### config.mk
export PLATFORM = sky130hd
export DESIGN_NAME = rp_loop_ctrl
export DESIGN_NICKNAME = d
export VERILOG_FILES = /design/src/rtl/rp_loop_ctrl_pkg.sv /design/src/rtl/rp_step_counter.sv /design/src/rtl/rp_loop_ctrl.sv
export SDC_FILE = /design/constraint.sdc
export NUM_CORES = 1
export LEC_CHECK = 0
export ABC_AREA = 1
export BUFFER_PORTS_ARGS = -buffer_cell sky130_fd_sc_hd__buf_2
export CAP_MARGIN = 0
export CORE_MARGIN = 2
export CORE_UTILIZATION = 49
export DETAILED_ROUTE_END_ITERATION = 16
export GPL_ROUTABILITY_DRIVEN = 0
export MAX_ROUTING_LAYER = met4
export PLACE_DENSITY = 0.74
export SETUP_SLACK_MARGIN = 0.3
export SKIP_CTS_REPAIR_TIMING = 1
export SYNTH_ARGS = -nofsm -noshare
export SYNTH_HDL_FRONTEND = slang
export SYNTH_SLANG_ARGS = --single-unit
### constraint.sdc
create_clock -name Clk -period 1.79 [get_ports Clk]
set_input_delay 0.0895 -clock Clk [delete_from_list [all_inputs] [get_ports Clk]]
set_output_delay 0.0895 -clock Clk [all_outputs]
set_load 0.01 [all_outputs]
### src/rtl/rp_loop_ctrl_pkg.sv
// Shared definitions for the repeat-pointer loop controller, pointer register
// and control unit.
package rp_loop_ctrl_pkg;

    localparam int unsigned RP_DW = 8;  // pointer / body-length width
    localparam int unsigned RP_CW = 8;  // iteration-count width

    typedef enum logic [1:0] {
        S_IDLE = 2'd0,
        S_LOAD = 2'd1,
        S_RUN  = 2'd2,
        S_FIN  = 2'd3
    } rp_state_e;

endpackage

### src/rtl/rp_step_counter.sv
// Step index within the current loop iteration. Wraps to zero after the last
// step so the next iteration starts without a bubble.
module rp_step_counter
    import rp_loop_ctrl_pkg::*;
#(
    parameter int unsigned DW = RP_DW
) (
    input  logic          i_clk,
    input  logic          i_rst_n,
    input  logic          i_clr,
    input  logic          i_en,
    input  logic [DW-1:0] i_blen,
    output logic [DW-1:0] o_cnt,
    output logic          o_last_step
);

    logic [DW-1:0] r_cnt;
    logic [DW-1:0] w_last_idx;

    assign w_last_idx  = i_blen - DW'(1);
    assign o_last_step = (r_cnt == w_last_idx);
    assign o_cnt       = r_cnt;

    // Clear has priority; an enabled step on the last index wraps to zero.
    always_ff @(posedge i_clk or negedge i_rst_n) begin
        if (!i_rst_n) begin
            r_cnt <= '0;
        end else if (i_clr) begin
            r_cnt <= '0;
        end else if (i_en) begin
            if (o_last_step) begin
                r_cnt <= '0;
            end else begin
                r_cnt <= r_cnt + DW'(1);
            end
        end
    end

endmodule

### src/rtl/rp_loop_ctrl.sv
// Loop-sequencing controller: turns loop commands and processor steps into
// load / increment / rewind strobes for the repeat-pointer register.
module rp_loop_ctrl
    import rp_loop_ctrl_pkg::*;
#(
    parameter int unsigned DW = RP_DW,
    parameter int unsigned CW = RP_CW
) (
    input  logic          Clk,
    input  logic          RSTn,
    input  logic          start,
    input  logic [CW-1:0] count_in,
    input  logic [DW-1:0] body_len,
    input  logic          step_en,
    input  logic          abort,
    output logic          step_rdy,
    output logic          busy,
    output logic          rp_wen,
    output logic          rp_inc,
    output logic          rp_rst,
    output logic          done,
    output logic [CW-1:0] iter_left,
    output logic [DW-1:0] step_cnt
);

    rp_state_e     r_state;
    rp_state_e     w_state_nxt;
    logic [CW-1:0] r_iter;
    logic [CW-1:0] w_iter_nxt;
    logic [DW-1:0] r_blen;
    logic [DW-1:0] w_blen_nxt;

    logic          r_step_rdy;
    logic          r_busy;
    logic          r_wen;
    logic          r_inc;
    logic          r_rst;
    logic          r_done;

    logic          w_wen;
    logic          w_inc;
    logic          w_rst;
    logic          w_done;
    logic          w_cnt_clr;
    logic          w_cnt_en;
    logic          w_last_step;

    rp_step_counter #(
        .DW (DW)
    ) u_step_counter (
        .i_clk       (Clk),
        .i_rst_n     (RSTn),
        .i_clr       (w_cnt_clr),
        .i_en        (w_cnt_en),
        .i_blen      (r_blen),
        .o_cnt       (step_cnt),
        .o_last_step (w_last_step)
    );

    // Next state, latched-value updates and next-cycle strobe values.
    always_comb begin
        w_state_nxt = r_state;
        w_iter_nxt  = r_iter;
        w_blen_nxt  = r_blen;
        w_wen       = 1'b0;
        w_inc       = 1'b0;
        w_rst       = 1'b0;
        w_done      = 1'b0;
        w_cnt_clr   = 1'b0;
        w_cnt_en    = 1'b0;

        if (abort) begin
            w_state_nxt = S_IDLE;
            w_iter_nxt  = '0;
            w_cnt_clr   = 1'b1;
        end else begin
            case (r_state)
                S_IDLE: begin
                    if (start) begin
                        w_iter_nxt = count_in;
                        w_blen_nxt = body_len;
                        w_cnt_clr  = 1'b1;
                        if ((count_in == '0) || (body_len == '0)) begin
                            w_state_nxt = S_FIN;
                        end else begin
                            w_state_nxt = S_LOAD;
                            w_wen       = 1'b1;
                        end
                    end
                end
                S_LOAD: begin
                    w_state_nxt = S_RUN;
                end
                S_RUN: begin
                    if (step_en) begin
                        w_cnt_en = 1'b1;
                        if (!w_last_step) begin
                            w_inc = 1'b1;
                        end else if (r_iter > CW'(1)) begin
                            w_rst      = 1'b1;
                            w_iter_nxt = r_iter - CW'(1);
                        end else begin
                            // Final step: pointer moves past the body.
                            w_inc       = 1'b1;
                            w_iter_nxt  = '0;
                            w_state_nxt = S_FIN;
                        end
                    end
                end
                S_FIN: begin
                    w_state_nxt = S_IDLE;
                    w_done      = 1'b1;
                end
                default: begin
                    w_state_nxt = S_IDLE;
                end
            endcase
        end
    end

    // State, latched command and registered outputs.
    always_ff @(posedge Clk or negedge RSTn) begin
        if (!RSTn) begin
            r_state    <= S_IDLE;
            r_iter     <= '0;
            r_blen     <= '0;
            r_step_rdy <= 1'b0;
            r_busy     <= 1'b0;
            r_wen      <= 1'b0;
            r_inc      <= 1'b0;
            r_rst      <= 1'b0;
            r_done     <= 1'b0;
        end else begin
            r_state    <= w_state_nxt;
            r_iter     <= w_iter_nxt;
            r_blen     <= w_blen_nxt;
            r_step_rdy <= (w_state_nxt == S_RUN);
            r_busy     <= (w_state_nxt != S_IDLE);
            r_wen      <= w_wen;
            r_inc      <= w_inc;
            r_rst      <= w_rst;
            r_done     <= w_done;
        end
    end

    assign step_rdy  = r_step_rdy;
    assign busy      = r_busy;
    assign rp_wen    = r_wen;
    assign rp_inc    = r_inc;
    assign rp_rst    = r_rst;
    assign done      = r_done;
    assign iter_left = r_iter;

endmodule

### Yosys cells after proc, flatten, opt, wreduce, memory -nomap -nowiden

Cells that the tools add are included.

| storage, ports and cells | value |
|---|---|
| register bits after elaboration | 32 |
| output and inout bits | 22 |
| logic and storage cells | 70 |

| operators by class | value |
|---|---|
| add/sub/neg operators | 3 |
| order comparisons | 1 |
| eq/ne operators | 8 |
| multiplexer cells | 38 |
| bitwise logic cells | 1 |
| reduce and logical (&&, ||, !) cells | 9 |

Operator list:

| cell | number |
|---|---|
| $mux 8 | 8 |
| $mux 1 | 22 |
| $logic_not 8->1 | 2 |
| $pmux 8 s2 | 1 |
| $sub 8x1->8 const B | 2 |
| $mux 2 | 6 |
| $ne 3x3->1 const B | 3 |
| $add 8x1->8 const B | 1 |
| $eq 8x8->1 | 1 |
| $gt 8x1->1 const B | 1 |
| $pmux 2 s4 | 1 |
| $eq 2x2->1 const B | 3 |
| $reduce_and 4->1 | 1 |
| $reduce_bool 2->1 | 2 |
| $reduce_and 3->1 | 1 |
| $reduce_bool 3->1 | 1 |
| $eq 2x1->1 const B | 1 |
| $logic_not 2->1 | 1 |
| $logic_or 1x1->1 | 1 |
| $not 1->1 | 1 |

### Logic depth before layout (Yosys ltp)

Gate-level depths: netlist (run 1).

| depth | value |
|---|---|
| depth after elaboration | 7 |
| mapped depth | 15 |
| gate-level depth less buffers | 15 |

### Hierarchy

Synthesis (run 1) repeated with hierarchy kept, for this count alone.

| second synthesis, totals | value |
|---|---|
| cells, all modules | 296 |
| area total of the unflattened synthesis | 2112.0 um2 |

Modules (own cells, without submodules):

| module | instances | cells each | area each (um2) | seq. area each (um2) |
|---|---|---|---|---|
| rp_loop_ctrl | 1 | 178 | 1398.8 | 600.6 |
| rp_step_counter | 1 | 118 | 713.2 | 200.2 |

### Least setup slack after synthesis (run 1)

Ideal clock, no wire load.

| timing | value |
|---|---|
| kind | flip-flop to flip-flop |
| start | register r_blen[0] |
| end | register r_iter[0] (netlist: iter_left[0]) |
| setup time | 0.074 ns |
| arrival time | 1.701 ns |
| data required time | 1.716 ns |
| slack | 0.015 ns |
| cell stages (with the launch flop) | 16 |
| buffers on the path | 0 |
| period minus slack after synthesis | 1.775 ns |
| cells stage by stage | dfrtp_1 > inv_1 > ha_1 > inv_1 > nand2_1 > nand2_1 > nand2_1 > nor2_1 > nand3_1 > nor2_2 > nand2_2 > nand2_2 > nand2_4 > nor2_8 > nand2_1 > o21ai_2 |

| on the way | value |
|---|---|
| longest elaborated chain between the ends | 4 |

RTL lines:

| what | line | RTL |
|---|---|---|
| from (decl) | rp_loop_ctrl.sv:30 | `logic [DW-1:0] r_blen;` |
| from (signal assigned) | rp_loop_ctrl.sv:136 | `r_blen <= w_blen_nxt;` |
| $sub 8x1->8 | rp_step_counter.sv:20 | `assign w_last_idx = i_blen - DW'(1);` |
| $eq 8x8->1 | rp_step_counter.sv:21 | `assign o_last_step = (r_cnt == w_last_idx);` |
| $ne 3x3->1 (no line) | -- |  |
| $reduce_and 4->1 (no line) | -- |  |
| to (signal assigned) | rp_loop_ctrl.sv:135 | `r_iter <= w_iter_nxt;` |
| to (decl) | rp_loop_ctrl.sv:28 | `logic [CW-1:0] r_iter;` |

Every way passes these cells.
A chain may end at the register's enable or synchronous reset.

### Final worst setup path (run 1)

| timing | value |
|---|---|
| start | register r_blen[0] |
| end | register r_iter[5] (netlist: iter_left[5]) |

Same word-level chain as after synthesis.

==> out/results.txt, run 1 <==
status -> finished, violations left
fin worst setup slack -> -0.02372 ns
Congestion Overflow GR -> 0
worst rel slew slack -> 0.4985
layout cells sized above 1 -> 0.3201
Die W -> 68.18 um
CTS Buffer Depth -> 2
DR WL/cell -> 12.84 um
Top FF cell, synth -> dfrtp_1
Placed Instances -> 364
ANT nets after route -> 0
detailed router's first-iteration violation count -> 85
Pins Over Slew Limit -> 0
Yosys top cell area share -> 0.3968
sequential share of the synthesized area -> 0.3968
cell area after synthesis -> 0.002018 mm2
Global Route Usage Sum -> 0.2279
Distinct cells, synth -> 28
via count -> 1881
Post-DP HPWL -> 3.541 mm
slew at the pin closest to its max-slew limit -> 0.7522 ns
clk_lat worst skew -> 0.28 ns
Crit Path Category -> reg2reg
CTS tree -> built
Synth area leader -> dfrtp_1
Arr. time, crit path -> 2.03 ns
CP Max Fanout -> 7
largest family of logic cells by synthesized area -> simple AND/OR/NAND/NOR gates
Hold Path Class -> in2reg
CTS H-tree lvls -> 2
Syn Area/Cell -> 7.645 um2
worst path required time -> 2.00 ns
number of core rows -> 23
max cap viols -> 0
antenna cells -> 0
total CTS buffers -> 5
area used by multi-input combinational logic -> 0.001072 mm2
Startpoint Class -> register
Core Box Area -> 0.003971 mm2
Clock transition at path regs -> 0.07 ns
CP endpoint kind -> register
min cycle time layout -> 1.814 ns
Starting Density -> 0.5082
Die Footprint -> 0.004648 mm2
first-pass GRT wire length -> 7.576 mm
CTS root buffer -> clkbuf_8
DR vias/cell -> 4.976
post-route cell area -> 0.002608 mm2
initial antenna violation count -> 0
largest cells by area after synthesis -> dfrtp_1, nand2_1, inv_1
chip height -> 68.18 um
Synth async-reset ratio -> 1.000
final worst-path cycle share -> 1.013
final-report setup violation count -> 5
DRT Pass-1 Iters -> 4
drt drc -> 0
pin count of the biggest net entering global routing -> 33
Leak Pwr -> 0.001414 uW
M3 GR Usage -> 0.03947
net count reported at finish -> 355
Synth Area in Adders -> 0.04340
pre-CTS setup slack -> -0.03737 ns
Synth Area in Compound Gates -> 0.1153
sequential cell area -> 800.8 um2
Fin. Hold Viols -> 0
fmax -> 0.5514 GHz
Cells after Synth -> 264
top-count cell post-synth -> nand2_1
hold path cells -> 3
YS warnings -> 0
Clock Skew -> 0.003954 ns
Post-Synth XOR/XNOR Area -> 0.06510
number of global-route vias before repair -> 1778
hold_ws -> 0.07991 ns
reg2reg path depth -> 14
mux cell area share after synthesis -> 0
failing checks -> setup timing
clk sinks -> 32
met2 usage in global routing -> 0.4053
fillers -> 356
Post-Place Cell Area -> 0.002389 mm2
Simple-Gate Fraction of Synth Area -> 0.2653
Post-synth top cells -> nand2_1, inv_1, dfrtp_1, nand3_1
fin cells -> 378
number of synthesized flops with an enable pin -> 0
# IOs -> 43
Most Used Layer, Global Route -> met2
Port Buf Inserts -> 42
M1 GR Usage -> 0.2526
VDD IR max -> 1.017 mV
area grow syn2layout -> 29.20%
RSZ-0062 raised after global routing -> yes
PD cells -> 1614 mW/mm2
Syn Nets -> 292
WL final -> 4.853 mm
count of state elements after synthesis -> 32
[path summary, 6_finish.rpt]
check | to | from | slack [ns]
setup / recovery | iter_left[5]$_DFFE_PN0P_ | r_blen[0]$_DFFE_PN0P_ | -0.02
hold / removal | r_blen[7]$_DFFE_PN0P_ | body_len[7] | 0.08
setup reg to reg | iter_left[5]$_DFFE_PN0P_ | r_blen[0]$_DFFE_PN0P_ | -0.02
hold reg to reg | r_blen[7]$_DFFE_PN0P_ | r_blen[7]$_DFFE_PN0P_ | 0.53
max in group asynchronous | iter_left[6]$_DFFE_PN0P_ | RSTn | 0.90
min in group asynchronous | u_step_counter.o_cnt[1]$_DFFE_PN0P_ | RSTn | 0.41
[worst max-delay path: stages (launching register included)]
cell and delay [ns]:
dfrtp_1 0.40, inv_2 0.08, ha_4 0.14, nand2_4 0.06, nor2_4 0.11, nor2_1 0.06
nor2_1 0.10, nand3_1 0.09, nor2_2 0.12, nand2_2 0.07, nand2_2 0.08, nand2_4 0.10
nor2_8 0.18, nand2_2 0.08, o21ai_2 0.06
[cell type report]
type / instances / share of cell area
multi-input cells: 171 / 0.4112
flip-flops and latches: 32 / 0.3071
repair buffers: 59 / 0.1320
inverters: 58 / 0.08445
clock buffers: 6 / 0.02783
well taps: 50 / 0.02399
clock inverters: 2 / 0.01344
[sequential cells by signal, summed over array words and instances (netlist names)]
signal,flops
r_blen,8
r_state,2
rp_wen,1
busy,1
iter_left,8
rp_rst,1
done,1
rp_inc,1
u_step_counter.o_cnt,8
step_rdy,1
[cells in the final DEF (no fill, tap or decap)]
cell and instances:
clkbuf_8 5, ha_4 2, or2_0 1, nor2_2 3, a21oi_2 1, inv_1 51, buf_4 15, inv_4 1
nand2_8 1, buf_6 1, nand3_1 14, buf_2 42, dfrtp_1 32, nor2_8 1, nand3_2 3, a21oi_1 1
xor2_1 10, xnor2_1 5, nor3_1 6, nand2_1 51, inv_2 6, nor2_4 3, dlygate4sd3_1 1, clkinv_2 1
nand2_4 2, nand4_1 5, o211ai_1 2, o21ai_0 9, nand2_2 10, bufinv_16 1, clkbuf_1 1, o221ai_2 1
nor2_1 13, ha_1 5, o22ai_1 15, o21ai_2 6, a211oi_1 1
[metrics by stage]
stage	setup TNS, ns	power (uW)	utilization
2_1_floorplan	0	2664	-
3_3_place_gp	0	3224	0.6014
3_5_place_dp	-0.1579	3286	0.6014
4_1_cts	-0.2927	3991	0.6285
5_1_grt	-2.315	4535	0.6566
6_report	-0.06839	4208	0.6566
[report_power, final]
part,internal (uW),leakage (uW),switching [uW],total (uW)
clock network,413,0.0000552,273,686
logic,1010,0.000934,1350,2360
registers,936,0.000425,225,1160
[routing by layer]
metal / share of wire / up-vias
li1: - / 959
met1: 0.42 / 881
met2: 0.53 / 36
met3: 0.033 / 5
met4: 0.0099 / 0
met5: 0 / -
[cell families (layout without fill, tap and decap cells)]
kind of cell | after synthesis | count (layout)
simple gates | 113 | 113
flops | 32 | 32
compound gates | 36 | 36
buf+inv | 61 | 125
xor+xnor | 15 | 15
fa+ha+maj | 7 | 7
Power figures use the tool's default switching activity.
==> run 2, diff against run 1 <==
- CORE_UTILIZATION: 49 -> 39
- CTS_BUF_LIST: not set -> sky130_fd_sc_hd__clkbuf_4
- PLACE_DENSITY: 0.74 -> 0.61
==> out/results.txt, run 2 (same netlist as run 1, synthesis figures left out) <==
status -> finished, violations left
failing checks -> setup timing
number of global-route vias before repair -> 1843
CTS root buffer -> clkbuf_4
fin worst setup slack -> -0.002598 ns
layout cells sized above 1 -> 0.3354
Sw Ratio -> 0.4646
DR WL/cell -> 11.95 um
slew at the pin closest to its max-slew limit -> 0.7455 ns
CTS Buffer Depth -> 2
clock power share -> 0.104
Largest stage delay, worst path -> 0.40 ns
Die Footprint -> 0.005766 mm2
Slowest-stage cell, CP -> dfrtp_1
sequence of cells on the critical path -> inv_2 > ha_4 > nand2_4 > nor2_4 > nand2_1 > nand2_1 > nand3_2 > nor2_2 > nand2_2 > nand2_2 > nand2_4 > nor2_8 > nand2_2 > o21ai_2
total negative slack -> -0.002598 ns
hold_ws -> 0.008004 ns
antenna cells -> 0
initial antenna violation count -> 0
ANT nets after route -> 0
Leak Pwr -> 0.001375 uW
Congestion Overflow GR -> 0
worst path required time -> 2.06 ns
DRT Pass-1 Iters -> 4
internal power -> 2027 uW
max cap viols -> 0
# IOs -> 43
Die W -> 75.94 um
Crit Path Category -> reg2reg
VDD IR max -> 0.8929 mV
worst rel slew slack -> 0.5030
RSZ-0062 raised after global routing -> yes
net count reported at finish -> 353
Gate power share -> 0.593
CTS H-tree lvls -> 2
Fin. Hold Viols -> 0
Startpoint Class -> register
Core Box Area -> 0.005042 mm2
Clock Skew -> 0.01008 ns
area grow syn2layout -> 28.02%
number of core rows -> 26
CP endpoint kind -> register
fillers -> 525
min cycle time layout -> 1.793 ns
final worst-path cycle share -> 1.001
Global Route Usage Sum -> 0.1788
WL final -> 4.722 mm
drt drc -> 0
final-report setup violation count -> 1
Hold Path Class -> in2reg
Critical Path Most Common Cell -> nand2_2
P_sw -> 1759 uW
total CTS buffers -> 5
WP buf/inv -> 1
Clock transition at path regs -> 0.10 ns
chip height -> 75.94 um
DR vias/cell -> 4.630
clk_lat worst skew -> 0.34 ns
PD cells -> 1466 mW/mm2
fmax -> 0.5579 GHz
most common cell after layout, fill and taps aside -> nand2_1
sequential power share -> 0.303
Arr. time, crit path -> 2.07 ns
Starting Density -> 0.4002
CTS tree -> built
most frequent cells in the layout -> nand2_1, inv_1, buf_2, dfrtp_1, buf_4
pin count of the biggest net entering global routing -> 33
CP Max Fanout -> 7
cell family with most CP delay -> simple AND/OR/NAND/NOR gates
Pins Over Slew Limit -> 0
first-pass GRT wire length -> 8.086 mm
clk sinks -> 32
Post-DP HPWL -> 3.503 mm
via count -> 1829
Port Buf Inserts -> 42
detailed router's first-iteration violation count -> 59
-- run 2: worst paths after layout --
check / cells past startpoint / end / from / slack [ns]
min in group asynchronous: 2 / iter_left[4]$_DFFE_PN0P_ / RSTn / 0.35
max reg2reg: 14 / iter_left[6]$_DFFE_PN0P_ / r_blen[0]$_DFFE_PN0P_ / -0.003
max in group asynchronous: 2 / step_rdy$_DFF_PN0_ / RSTn / 0.97
max: 14 / iter_left[6]$_DFFE_PN0P_ / r_blen[0]$_DFFE_PN0P_ / -0.003
min: 3 / rp_rst$_DFF_PN0_ / step_en / 0.008
min reg2reg: 2 / r_blen[7]$_DFFE_PN0P_ / r_blen[7]$_DFFE_PN0P_ / 0.52
-- run 2: area by class of cell --
class,count,area (um2),area share
repair buffers,57,325.3,0.1259
inverters,58,217.7,0.08426
clock inverters,2,7.507,0.002906
flip-flops and latches,32,800.8,0.3099
well taps,70,87.58,0.03390
clock buffers,5,37.54,0.01453
multi-input cells,171,1107,0.4286
-- run 2: stage by stage --
step	area (um2)	instances	worst slack [ns]	utilization	power (uW)
5_1_grt	2584	395	-0.1504	0.5124	4162
3_5_place_dp	2421	385	-0.0005668	0.4801	3292
6_report	2584	395	-0.002598	0.5124	3787
2_1_floorplan	2046	264	0.07369	-	2664
4_1_cts	2466	392	-0.03358	0.4891	3694
3_3_place_gp	2421	385	0.02621	0.4801	3266
-- run 2: worst register-to-register path, stage by stage, from the launching register on --
cell	delay [ns]
dfrtp_1	0.40
inv_2	0.08
ha_4	0.14
nand2_4	0.06
nor2_4	0.12
nand2_1	0.06
nand2_1	0.07
nand3_2	0.06
nor2_2	0.16
nand2_2	0.08
nand2_2	0.07
nand2_4	0.10
nor2_8	0.18
nand2_2	0.08
o21ai_2	0.05
-- run 2: power groups by stage --
stage	Sequential, uW	Clock [uW]	Combinational, uW
final	1150	392	2250
after global routing	1180	427	2550
after CTS	1150	403	2140
after detailed placement	1160	0	2130
after global placement	1160	0	2100
after floorplan	1170	0	1490
-- run 2: per-layer routing --
metal  global-route usage  vias to the layer above  routed length (um)
li1                     -                      951                   -
met1               0.2160                      837                2213
met2               0.3045                       34                2298
met3              0.03095                        7                 139
met4              0.06000                        0                  70
met5                    -                        -                   0
==> run 3, diff against run 2 <==
- PLACE_DENSITY: 0.61 -> 0.59
- REMOVE_ABC_BUFFERS: not set -> 1
==> out/results.txt, run 3 (same netlist as run 1, synthesis figures left out) <==
status -> finished, violations left
failing checks -> setup timing
initial antenna violation count -> 0
Pins Over Slew Limit -> 0
net count reported at finish -> 364
total CTS buffers -> 5
RSZ-0062 raised after global routing -> yes
area grow syn2layout -> 30.13%
via count -> 1916
sequential cell area -> 800.8 um2
Clock transition at path regs -> 0.11 ns
antenna cells -> 0
Arr. time, crit path -> 2.21 ns
Core Box Area -> 0.005042 mm2
fmax -> 0.5195 GHz
ANT nets after route -> 0
Placed Instances -> 387
worst path required time -> 2.07 ns
Port Buf Inserts -> 42
final-report setup violation count -> 19
most frequent cells in the layout -> nand2_1, inv_1, buf_2, dfrtp_1, buf_4
fin worst setup slack -> -0.1351 ns
clk sinks -> 32
Most Used Layer, Global Route -> met2
CP Max Fanout -> 7
fin cells -> 406
fillers -> 501
min cycle time layout -> 1.925 ns
drt drc -> 0
most common cell after layout, fill and taps aside -> nand2_1
pin count of the biggest net entering global routing -> 33
DR WL/cell -> 11.95 um
Die W -> 75.94 um
Fin. Hold Viols -> 0
M1 GR Usage -> 0.2220
layout cells sized above 1 -> 0.3274
detailed router's first-iteration violation count -> 75
CP endpoint kind -> register
Hold Path Class -> in2reg
CTS H-tree lvls -> 2
VDD IR max -> 0.7775 mV
M3 GR Usage -> 0.03810
Die Footprint -> 0.005766 mm2
clk_lat worst skew -> 0.34 ns
Clock Skew -> 0.01374 ns
worst rel slew slack -> 0.5155
PD cells -> 1521 mW/mm2
chip height -> 75.94 um
CTS tree -> built
first-pass GRT wire length -> 8.300 mm
Starting Density -> 0.4002
number of core rows -> 26
slew at the pin closest to its max-slew limit -> 0.7268 ns
WL final -> 4.850 mm
Congestion Overflow GR -> 0
Startpoint Class -> register
met2 usage in global routing -> 0.3045
number of global-route vias before repair -> 1833
Leak Pwr -> 0.001426 uW
# IOs -> 43
max cap viols -> 0
DR vias/cell -> 4.719
Global Route Usage Sum -> 0.1824
final worst-path cycle share -> 1.075
CTS Buffer Depth -> 2
DRT Pass-1 Iters -> 4
Final Power -> 3995 uW
Post-DP HPWL -> 3.628 mm
area used by multi-input combinational logic -> 0.001054 mm2
CTS root buffer -> clkbuf_4
Crit Path Category -> reg2reg
-- run 3: metal layers --
metal	part of all wire	wire, um	vias to the layer above
li1	-	-	973
met4	0.023	111	0
met1	0.45	2199	889
met2	0.48	2349	43
met3	0.039	189	11
met5	0	0	-
-- run 3: power by group --
part	leakage (uW)	switching [uW]	internal [uW]
combinational	0.000975	1350	1100
clock	0.0000271	262	143
sequential	0.000425	213	934
-- run 3: worst max-delay path, cell delays in order (launching register included) --
cell     delay (ns)
dfrtp_1        0.41
inv_2          0.06
ha_2           0.27
inv_2          0.05
nand2_1        0.04
nand2_1        0.06
nand2_1        0.05
nor2_1         0.08
nand3_1        0.08
nor2_2         0.16
nand2_2        0.09
nand2_2        0.08
nand2_4        0.10
nor2_8         0.20
nand2_1        0.09
o21ai_2        0.06
-- run 3: area by class of cell --
type,count,area share
flip-flops and latches,32,0.3049
clock buffers,5,0.01429
clock inverters,2,0.004764
inverters,58,0.08385
multi-input cells,171,0.4011
well taps,70,0.03335
repair buffers,68,0.1577
-- run 3: through the flow --
stage          area (um2)  TNS [ns]  utilization  hold WS (ns)  worst slack [ns]
6_report             2626    -1.167       0.5208       0.01008           -0.1351
5_1_grt              2626    -3.700       0.5208      0.003031           -0.2647
4_1_cts              2459    -1.326       0.4876       -0.1873           -0.1312
3_5_place_dp         2409   -0.7247       0.4777        0.2002          -0.09311
3_3_place_gp         2409  -0.07705       0.4777        0.2050          -0.01379
2_1_floorplan        2006         0            -       -0.2061           0.01117
-- run 3: worst paths after layout --
path	startpoint	end	slack [ns]	depth (start not counted)
worst max-delay path	r_blen[0]$_DFFE_PN0P_	iter_left[0]$_DFFE_PN0P_	-0.14	15
worst min-delay path	body_len[4]	r_blen[4]$_DFFE_PN0P_	0.01	3
worst max register to register	r_blen[0]$_DFFE_PN0P_	iter_left[0]$_DFFE_PN0P_	-0.14	15
worst min register to register	r_blen[7]$_DFFE_PN0P_	r_blen[7]$_DFFE_PN0P_	0.53	2
max in group asynchronous	RSTn	u_step_counter.o_cnt[1]$_DFFE_PN0P_	0.98	2
min in group asynchronous	RSTn	r_blen[2]$_DFFE_PN0P_	0.32	2
